$ cat config.mk
export PLATFORM = sky130hd
export DESIGN_NAME = timer_irq
export DESIGN_NICKNAME = d
export VERILOG_FILES = /design/src/rtl/timer_irq.sv
export SDC_FILE = /design/constraint.sdc
export NUM_CORES = 1
export LEC_CHECK = 0
export ABC_AREA = 1
export CAP_MARGIN = 5
export CORE_MARGIN = 10
export CORE_UTILIZATION = 30
export CTS_CLUSTER_DIAMETER = 40
export DETAILED_ROUTE_END_ITERATION = 8
export PLACE_DENSITY = 0.53
export SLEW_MARGIN = 20
export SYNTH_ARGS = -nofsm -noshare
export SYNTH_HDL_FRONTEND = slang
export SYNTH_SLANG_ARGS = --single-unit
$ cat constraint.sdc
create_clock -name clk -period 2.2 [get_ports clk]
set_input_delay 0.22 -clock clk [delete_from_list [all_inputs] [get_ports clk]]
set_output_delay 0.22 -clock clk [all_outputs]
set_load 0.01 [all_outputs]
$ cat src/rtl/timer_irq.sv
// Memory-mapped timer with 16-bit prescaler, compare match, one-shot or
// auto-reload mode, and a level interrupt, on a BRAM-style registered read port.
module timer_irq #(
   parameter logic [31:0] BASE_ADDR = 32'h1000_0000
) (
   input  logic        clk,
   input  logic        rst_n,
   input  logic        w_enable_i,
   input  logic [31:0] w_addr_i,
   input  logic [31:0] w_data_i,
   input  logic        r_enable_i,
   input  logic [31:0] r_addr_i,
   output logic [31:0] r_data_o,
   output logic        irq_o
);

   localparam logic [5:0] OFS_CTRL   = 6'h00;
   localparam logic [5:0] OFS_STATUS = 6'h01;
   localparam logic [5:0] OFS_COUNT  = 6'h02;
   localparam logic [5:0] OFS_CMP    = 6'h03;
   localparam logic [5:0] OFS_PRESC  = 6'h04;

   logic        en, ie, auto_rl, pend;
   logic [31:0] count, cmp;
   logic [15:0] presc, pcnt;
   logic [31:0] r_data;

   logic        w_hit, r_hit;
   logic        wr_ctrl, wr_status, wr_count, wr_cmp, wr_presc;
   logic        tick, en_kill, cnt_tick, match;
   logic [31:0] rd_mux;
   logic        unused_bits;

   assign w_hit     = w_enable_i && (w_addr_i[31:8] == BASE_ADDR[31:8]);
   assign r_hit     = r_addr_i[31:8] == BASE_ADDR[31:8];
   assign wr_ctrl   = w_hit && (w_addr_i[7:2] == OFS_CTRL);
   assign wr_status = w_hit && (w_addr_i[7:2] == OFS_STATUS);
   assign wr_count  = w_hit && (w_addr_i[7:2] == OFS_COUNT);
   assign wr_cmp    = w_hit && (w_addr_i[7:2] == OFS_CMP);
   assign wr_presc  = w_hit && (w_addr_i[7:2] == OFS_PRESC);

   // A software COUNT write or an EN-clearing CTRL write pre-empts the tick.
   assign tick     = en && (pcnt == presc);
   assign en_kill  = wr_ctrl && !w_data_i[0];
   assign cnt_tick = tick && !en_kill && !wr_count;
   assign match    = cnt_tick && (count == cmp);

   assign unused_bits = ^{w_addr_i[1:0], r_addr_i[1:0]};

   always_comb begin
      rd_mux = 32'd0;
      case (r_addr_i[7:2])
         OFS_CTRL:   rd_mux = {29'd0, auto_rl, ie, en};
         OFS_STATUS: rd_mux = {31'd0, pend};
         OFS_COUNT:  rd_mux = count;
         OFS_CMP:    rd_mux = cmp;
         OFS_PRESC:  rd_mux = {16'd0, presc};
         default:    rd_mux = 32'd0;
      endcase
   end

   always_ff @(posedge clk) begin
      if (!rst_n) begin
         en      <= 1'b0;
         ie      <= 1'b0;
         auto_rl <= 1'b0;
         pend    <= 1'b0;
         count   <= 32'd0;
         cmp     <= 32'hFFFF_FFFF;
         presc   <= 16'd0;
         pcnt    <= 16'd0;
         r_data  <= 32'd0;
      end else begin
         if (wr_ctrl)
            {auto_rl, ie, en} <= w_data_i[2:0];
         else if (match && !auto_rl)
            en <= 1'b0;

         // A new match outranks a simultaneous W1C.
         if (match)
            pend <= 1'b1;
         else if (wr_status && w_data_i[0])
            pend <= 1'b0;

         if (wr_count)
            count <= w_data_i;
         else if (match)
            count <= auto_rl ? 32'd0 : count;
         else if (cnt_tick)
            count <= count + 32'd1;

         if (wr_cmp)
            cmp <= w_data_i;
         if (wr_presc)
            presc <= w_data_i[15:0];

         if (!en || wr_presc || wr_ctrl || tick)
            pcnt <= 16'd0;
         else
            pcnt <= pcnt + 16'd1;

         // Registered read returns pre-write state.
         if (r_enable_i)
            r_data <= r_hit ? rd_mux : 32'd0;
      end
   end

   assign r_data_o = r_data;
   assign irq_o    = pend & ie;

endmodule

==> results of run 1 <==
## cell usage in the layout, fill, tap and decap left out, types with 10 or more instances in the layout
| master | instances |
|---|---|
| o211ai_1 | 16 |
| nor3_1 | 21 |
| buf_4 | 41 |
| nand4_1 | 33 |
| clkdlybuf4s50_1 | 127 |
| nand3_1 | 142 |
| inv_1 | 130 |
| o21ai_0 | 21 |
| dfxtp_1 | 131 |
| clkbuf_16 | 17 |
| o221ai_1 | 15 |
| xor2_1 | 48 |
| nor2_1 | 200 |
| inv_2 | 14 |
| nor4_1 | 11 |
| o22ai_1 | 16 |
| a21oi_1 | 57 |
| nand2_1 | 324 |
| buf_12 | 10 |
## timing repair
action / 4_1_cts / 5_1_grt
resized for setup: 0 / 7
endpoints found under the setup margin: 0 / 32
buffers inserted: 0 / 0
hold buffers: 0 / 0
hold endpoints to repair: 0 / 0
## where the power goes
part	internal [mW]	switching, mW
Sequential	2.39	0.00000000398
Clock	1.62	1.24
Combinational	0.188	0.172
## layer usage
metal / global-route usage [%] / vias to the layer above
met5: 0 / -
met4: 5.377 / 0
met2: 29.09 / 186
met3: 2.628 / 33
met1: 20.82 / 3892
li1: - / 4439
## registers in the layout, indices dropped and copies added, names as in the netlist
| signal | cells |
|---|---|
| auto_rl | 1 |
| cmp | 32 |
| count | 32 |
| en | 1 |
| ie | 1 |
| pcnt | 16 |
| pend | 1 |
| presc | 16 |
| r_data_o | 32 |
## critical path, delay by kind of cell (launching register included)
family / cells / cell delay (ps)
flip-flops: 1 / 420
AND/OR/NAND/NOR: 12 / 1190
buffers and inverters: 2 / 270
## area by class of cell
cell class                      instances  share of cell area [%]
Tap cell                              335                   3.972
Multi-Input combinational cell        947                   43.28
Sequential cell                       132                   25.06
Clock inverter                         14                   1.352
Clock buffer                           18                   4.162
Inverter                              145                   5.158
Timing Repair Buffer                  180                   17.02
## through the flow
step | TNS, ps | instances
final | 0 | 1771
after global routing | 0 | 1771
after CTS | 0 | 1771
after detailed placement | -45.34 | 1739
after global placement | 0 | 1739
after floorplan | 0 | 1286
## cells by family (layout without fill, tap and decap cells)
kind of cell,Yosys count,in the layout,share of synthesized area (%)
flops,132,132,32.94
simple gates,763,763,40.89
xor+xnor,52,52,5.677
fa+ha+maj,2,2,0.3119
buf+inv,207,357,10.42
compound gates,130,130,9.763
## path summary, 6_finish.rpt
kind / startpoint / endpoint / slack, ps
setup / recovery: count[18] / count[26] / 200
hold / removal: rst_n / presc[14] / 80
setup reg to reg: count[18] / count[26] / 200
hold reg to reg: r_data_o[31] / r_data_o[31] / 460
==> results_dict.tcl, run 1 <==
set metrics [dict create \
    synth_nets 1388 \
    timing.final.crit_share_pct 90.84 \
    fin_nets 1525 \
    cts-root-buf "clkbuf_16" \
    wl_um 28670 \
    antenna_found_initial 0 \
    grt.overflow.total 0 \
    peakVddDrop_v 0.0004653 \
    cp_data_required_time_ps 2530 \
    vias 8550 \
    track_usage_pct 16.80 \
    seq_area_um2 2644 \
    cp-start-kind "register" \
    finalSetupViolCount 0 \
    endpoint_kind "register" \
    async_flop_share_pct 0 \
    first_pass_iters 5 \
    grt_max_degree 49 \
    wl_per_cell_um 16.19 \
    dpl-instance-area_um2 9947 \
    grt_pass1_vias 8259 \
    synth_ff_type "dfxtp_1" \
    area_delta_synth_final_pct 31.52 \
    cts_tree "built" \
    worst_slack_ps 201.5 \
    synth-seq-cells 132 \
    wl_met3_um 1175 \
    layout-drive-gt1-share_pct 8.635 \
    num_rows 59 \
    arrival_ps 2320 \
    worstMarginPinSlew_ps 428.9 \
    design_area_um2 10550 \
    dieArea_um2 33680 \
    p_per_area_nw_per_um2 531.7 \
    rr_worst_depth 14 \
    n_antenna_cell 0 \
    die_h_um 183.5 \
    status "finished clean" \
    timing.slew.headroom_pct 71.41 \
    mappedNetlistArea_um2 8023 \
    synthTopCellsByCount "nand2_1, nor2_1, nand3_1, dfxtp_1, inv_1" \
    yosysMostFrequentCell "nand2_1" \
    syn_area_per_cell_um2 6.238 \
    min_path_cells 3 \
    critical_path.max_fanout 16 \
    port_buffers 128 \
    synth_top_cell_by_area "dfxtp_1" \
    crit_chain "inv_2 -> nand2_1 -> nand2_1 -> nor2_1 -> nand2_1 -> nor2_2 -> nand3_1 -> nor2_4 -> nand2_2 -> nand2_2 -> buf_12 -> nand2_1 -> nand2_1 -> nor2_1" \
    rsz0062_at_grt "false" \
    numCtsBuffers 17 \
    antenna_left 0 \
    critical_path.max_stage_delay_ps 420 \
    slew_violations 0 \
    clk_latency_ps 430 \
    yosysWarnings 0 \
    cts.sinks 132 \
    coreArea_um2 26210 \
    routabilityCongestion 0.9735 \
    drt_iter0_drc 571 \
    ys_seq_area_share_pct 32.94 \
    p_leak_nw 4.440 \
    cts_buffer_depth 2 \
    routed-wl-met2_um 14110 \
    die_w_um 183.5 \
    cp_slowest_cell "dfxtp_1" \
    synthTopCellsByArea "dfxtp_1, nand2_1, nor2_1, nand3_1, inv_1" \
    clk_pin_slew_ps 70 \
    finClkSkew_ps 11.49 \
    finalHoldViolCount 0 \
    hold_path.class "input port to register" \
    period_minus_slack_ps 1998 \
    drv_cap 0 \
    hpwl_um 22230 \
    synth_top_area_share_pct 32.94 \
    grt_pass1_wl_um 45110 \
    viasPerCell 4.828 \
    p_total_mw 5.611 \
    hold-worst-slack_ps 78.12 \
    syn_inst 1286 \
    htreeDepth 4 \
    wl_met1_um 12810 \
    fillers 2802 \
    num_io_pins 133 \
    cp_common_cell "nand2_1" \
    max_clock_freq_mhz 500.4 \
    top_layer_used "met4" \
    synth_cell_types 38 \
    synth_edf_count 0 \
    drcViolationCount 0 \
    preCtsSetupSlack_ps -13.36 \
    initial_core_util_pct 30.61 \
    multiInputGateArea_um2 4567 \
    final_core_util_pct 40.26 \
    path_class "register to register" \
]
Note: power is estimated with default switching activity, not from simulation.
==> run 2: changes to the inputs <==
--- a/config.mk
+++ b/config.mk
@@ -8,10 +8,10 @@
 export ABC_AREA = 1
 export CAP_MARGIN = 5
 export CORE_MARGIN = 10
-export CORE_UTILIZATION = 30
+export CORE_UTILIZATION = 54
 export CTS_CLUSTER_DIAMETER = 40
 export DETAILED_ROUTE_END_ITERATION = 8
-export PLACE_DENSITY = 0.53
+export PLACE_DENSITY = 0.84
 export SLEW_MARGIN = 20
 export SYNTH_ARGS = -nofsm -noshare
 export SYNTH_HDL_FRONTEND = slang
==> run 2 against run 1 <==
Net effect:
- setup slack worse by 160 ps
- highest routed layer unchanged
- critical path type unchanged
- total power is 3.6% higher
- largest power group unchanged
- register-to-register slack worse by 160 ps
- sequential share of layout area is 0.52 points higher
- utilization is 31 points higher
==> results_dict.tcl, run 2 (synthesized netlist as in run 1, its figures left out) <==
set metrics [dict create \
    status "finished clean" \
    multiInputGateArea_um2 4573 \
    htreeDepth 4 \
    cts_buffer_depth 2 \
    drcViolationCount 0 \
    critical_path.max_fanout 15 \
    timing.slew.headroom_pct 67.21 \
    viasPerCell 5.627 \
    p_per_area_nw_per_um2 562.0 \
    slew_violations 0 \
    final_common_cell "nand2_1" \
    die_w_um 141.9 \
    max_clock_freq_mhz 463.0 \
    fin_cells 1611 \
    period_minus_slack_ps 2160 \
    path_class "register to register" \
    endpoint_kind "register" \
    cts-root-buf "clkbuf_16" \
    worstMarginPinSlew_ps 488.1 \
    worst-path-buf-inv 2 \
    crit_chain "inv_2 -> nand2_1 -> nand2_1 -> nor2_2 -> nand2_1 -> nor2_1 -> nand3_1 -> nor2_4 -> nand2_2 -> nand2_2 -> buf_12 -> nand2_1 -> nand2_1 -> nor2_1" \
    initial_core_util_pct 55.20 \
    antenna_found_initial 0 \
    area_delta_synth_final_pct 28.90 \
    final_core_util_pct 71.15 \
    track_usage_pct 24.82 \
    cp_slowest_cell "dfxtp_2" \
    finalSetupViolCount 0 \
    grt_pass1_vias 8416 \
    grt_pass1_wl_um 41010 \
    final_cell_mix "nand2_1, nor2_1, nand3_1, inv_1, dfxtp_1" \
    wl_per_cell_um 15.80 \
    dieArea_um2 20130 \
    vias 9065 \
    p_leak_nw 4.427 \
    cp_data_required_time_ps 2530 \
    ctsHoldBuffers 0 \
    die_h_um 141.9 \
    fin_nets 1516 \
    tns_ps 0 \
    numCtsBuffers 17 \
    clk_latency_ps 430 \
    num_rows 44 \
    grt_max_degree 49 \
    cts_tree "built" \
    timing.final.crit_share_pct 98.18 \
    postCtsSetupBuffers 0 \
    fillers 1219 \
    port_buffers 128 \
    critical_path.max_stage_delay_ps 390 \
    routabilityCongestion 1.001 \
    first_pass_iters 6 \
    antenna_left 0 \
    grt.overflow.total 0 \
    coreArea_um2 14530 \
    finalHoldViolCount 0 \
    layout-drive-gt1-share_pct 8.059 \
    cp-start-kind "register" \
    drt_iter0_drc 927 \
    finClkSkew_ps 8.467 \
    clk_pin_slew_ps 60 \
    cts.sinks 132 \
    cp_common_cell "nand2_1" \
    hold_path.class "input port to register" \
    place_inst 1579 \
    hpwl_um 19060 \
    cpLargestDelayFamily "simple AND/OR/NAND/NOR gates" \
    rsz0062_at_grt "true" \
    peakVddDrop_v 0.0005253 \
    n_antenna_cell 0 \
    arrival_ps 2490 \
    drv_cap 0 \
    num_io_pins 133 \
    seq_area_um2 2645 \
    wl_um 25450 \
]
[run 2: cell types whose count changed in the layout (fill, tap and decap cells not counted), sizes merged]
cell and change:
clkbuf +5, inv -7, bufinv +3, clkinv +1, buf -9, clkinvlp -2
[run 2: worst paths after layout]
| check | slack [ps] | depth (start not counted) | endpoint | start |
|---|---|---|---|---|
| max reg2reg | 40 | 14 | count[15] | count[19] |
| min | 330 | 3 | cmp[28] | rst_n |
| max | 40 | 14 | count[15] | count[19] |
| min reg2reg | 460 | 2 | r_data_o[3] | r_data_o[3] |
[run 2: cell type report]
class | count | share of cell area (%)
multi-input combinational | 947 | 44.22
tap | 184 | 2.226
clock inverter | 9 | 1.440
timing repair buffer | 171 | 16.55
inverter | 145 | 5.263
clock buffer | 23 | 4.719
sequential | 132 | 25.58
[run 2: worst reg2reg max path, stage by stage (launching register included)]
cell     delay [ps]
dfxtp_2         390
inv_2            50
nand2_1          60
nand2_1          60
nor2_2          190
nand2_1         120
nor2_1          220
nand3_1         170
nor2_4          160
nand2_2         100
nand2_2         170
buf_12          170
nand2_1          70
nand2_1          70
nor2_1           50
[run 2: per-layer routing]
metal | track usage, % | routed length (um)
met5 | 0 | 0
met4 | 9.414 | 668
met3 | 8.044 | 2852
met2 | 39.34 | 11580
met1 | 30.63 | 10350
[run 2: metrics by stage]
stage,instance area [um^2],worst slack (ps),power (mW),hold slack (ps)
4_1_cts,10320,38.28,5.807,313.8
6_report,10340,40.11,5.812,331.2
5_1_grt,10340,-38.72,5.948,339.7
3_3_place_gp,9678,96.08,2.779,453.1
3_5_place_dp,9678,53.22,2.782,457.0
2_1_floorplan,8023,562.0,2.549,368.4
[run 2: power breakdown]
| group | internal (mW) | total [mW] | leakage [nW] | switching (mW) |
|---|---|---|---|---|
| Combinational | 0.184 | 0.345 | 3.04 | 0.161 |
| Sequential | 2.39 | 2.39 | 1.07 | 0.00000000392 |
| Clock | 2.01 | 3.08 | 0.317 | 1.07 |
| Total | 4.58 | 5.81 | 4.43 | 1.23 |
[run 2: timing repair]
action	CTS	global route
pin swaps	0	0
gates resized for setup	2	6
setup endpoints to repair	16	30
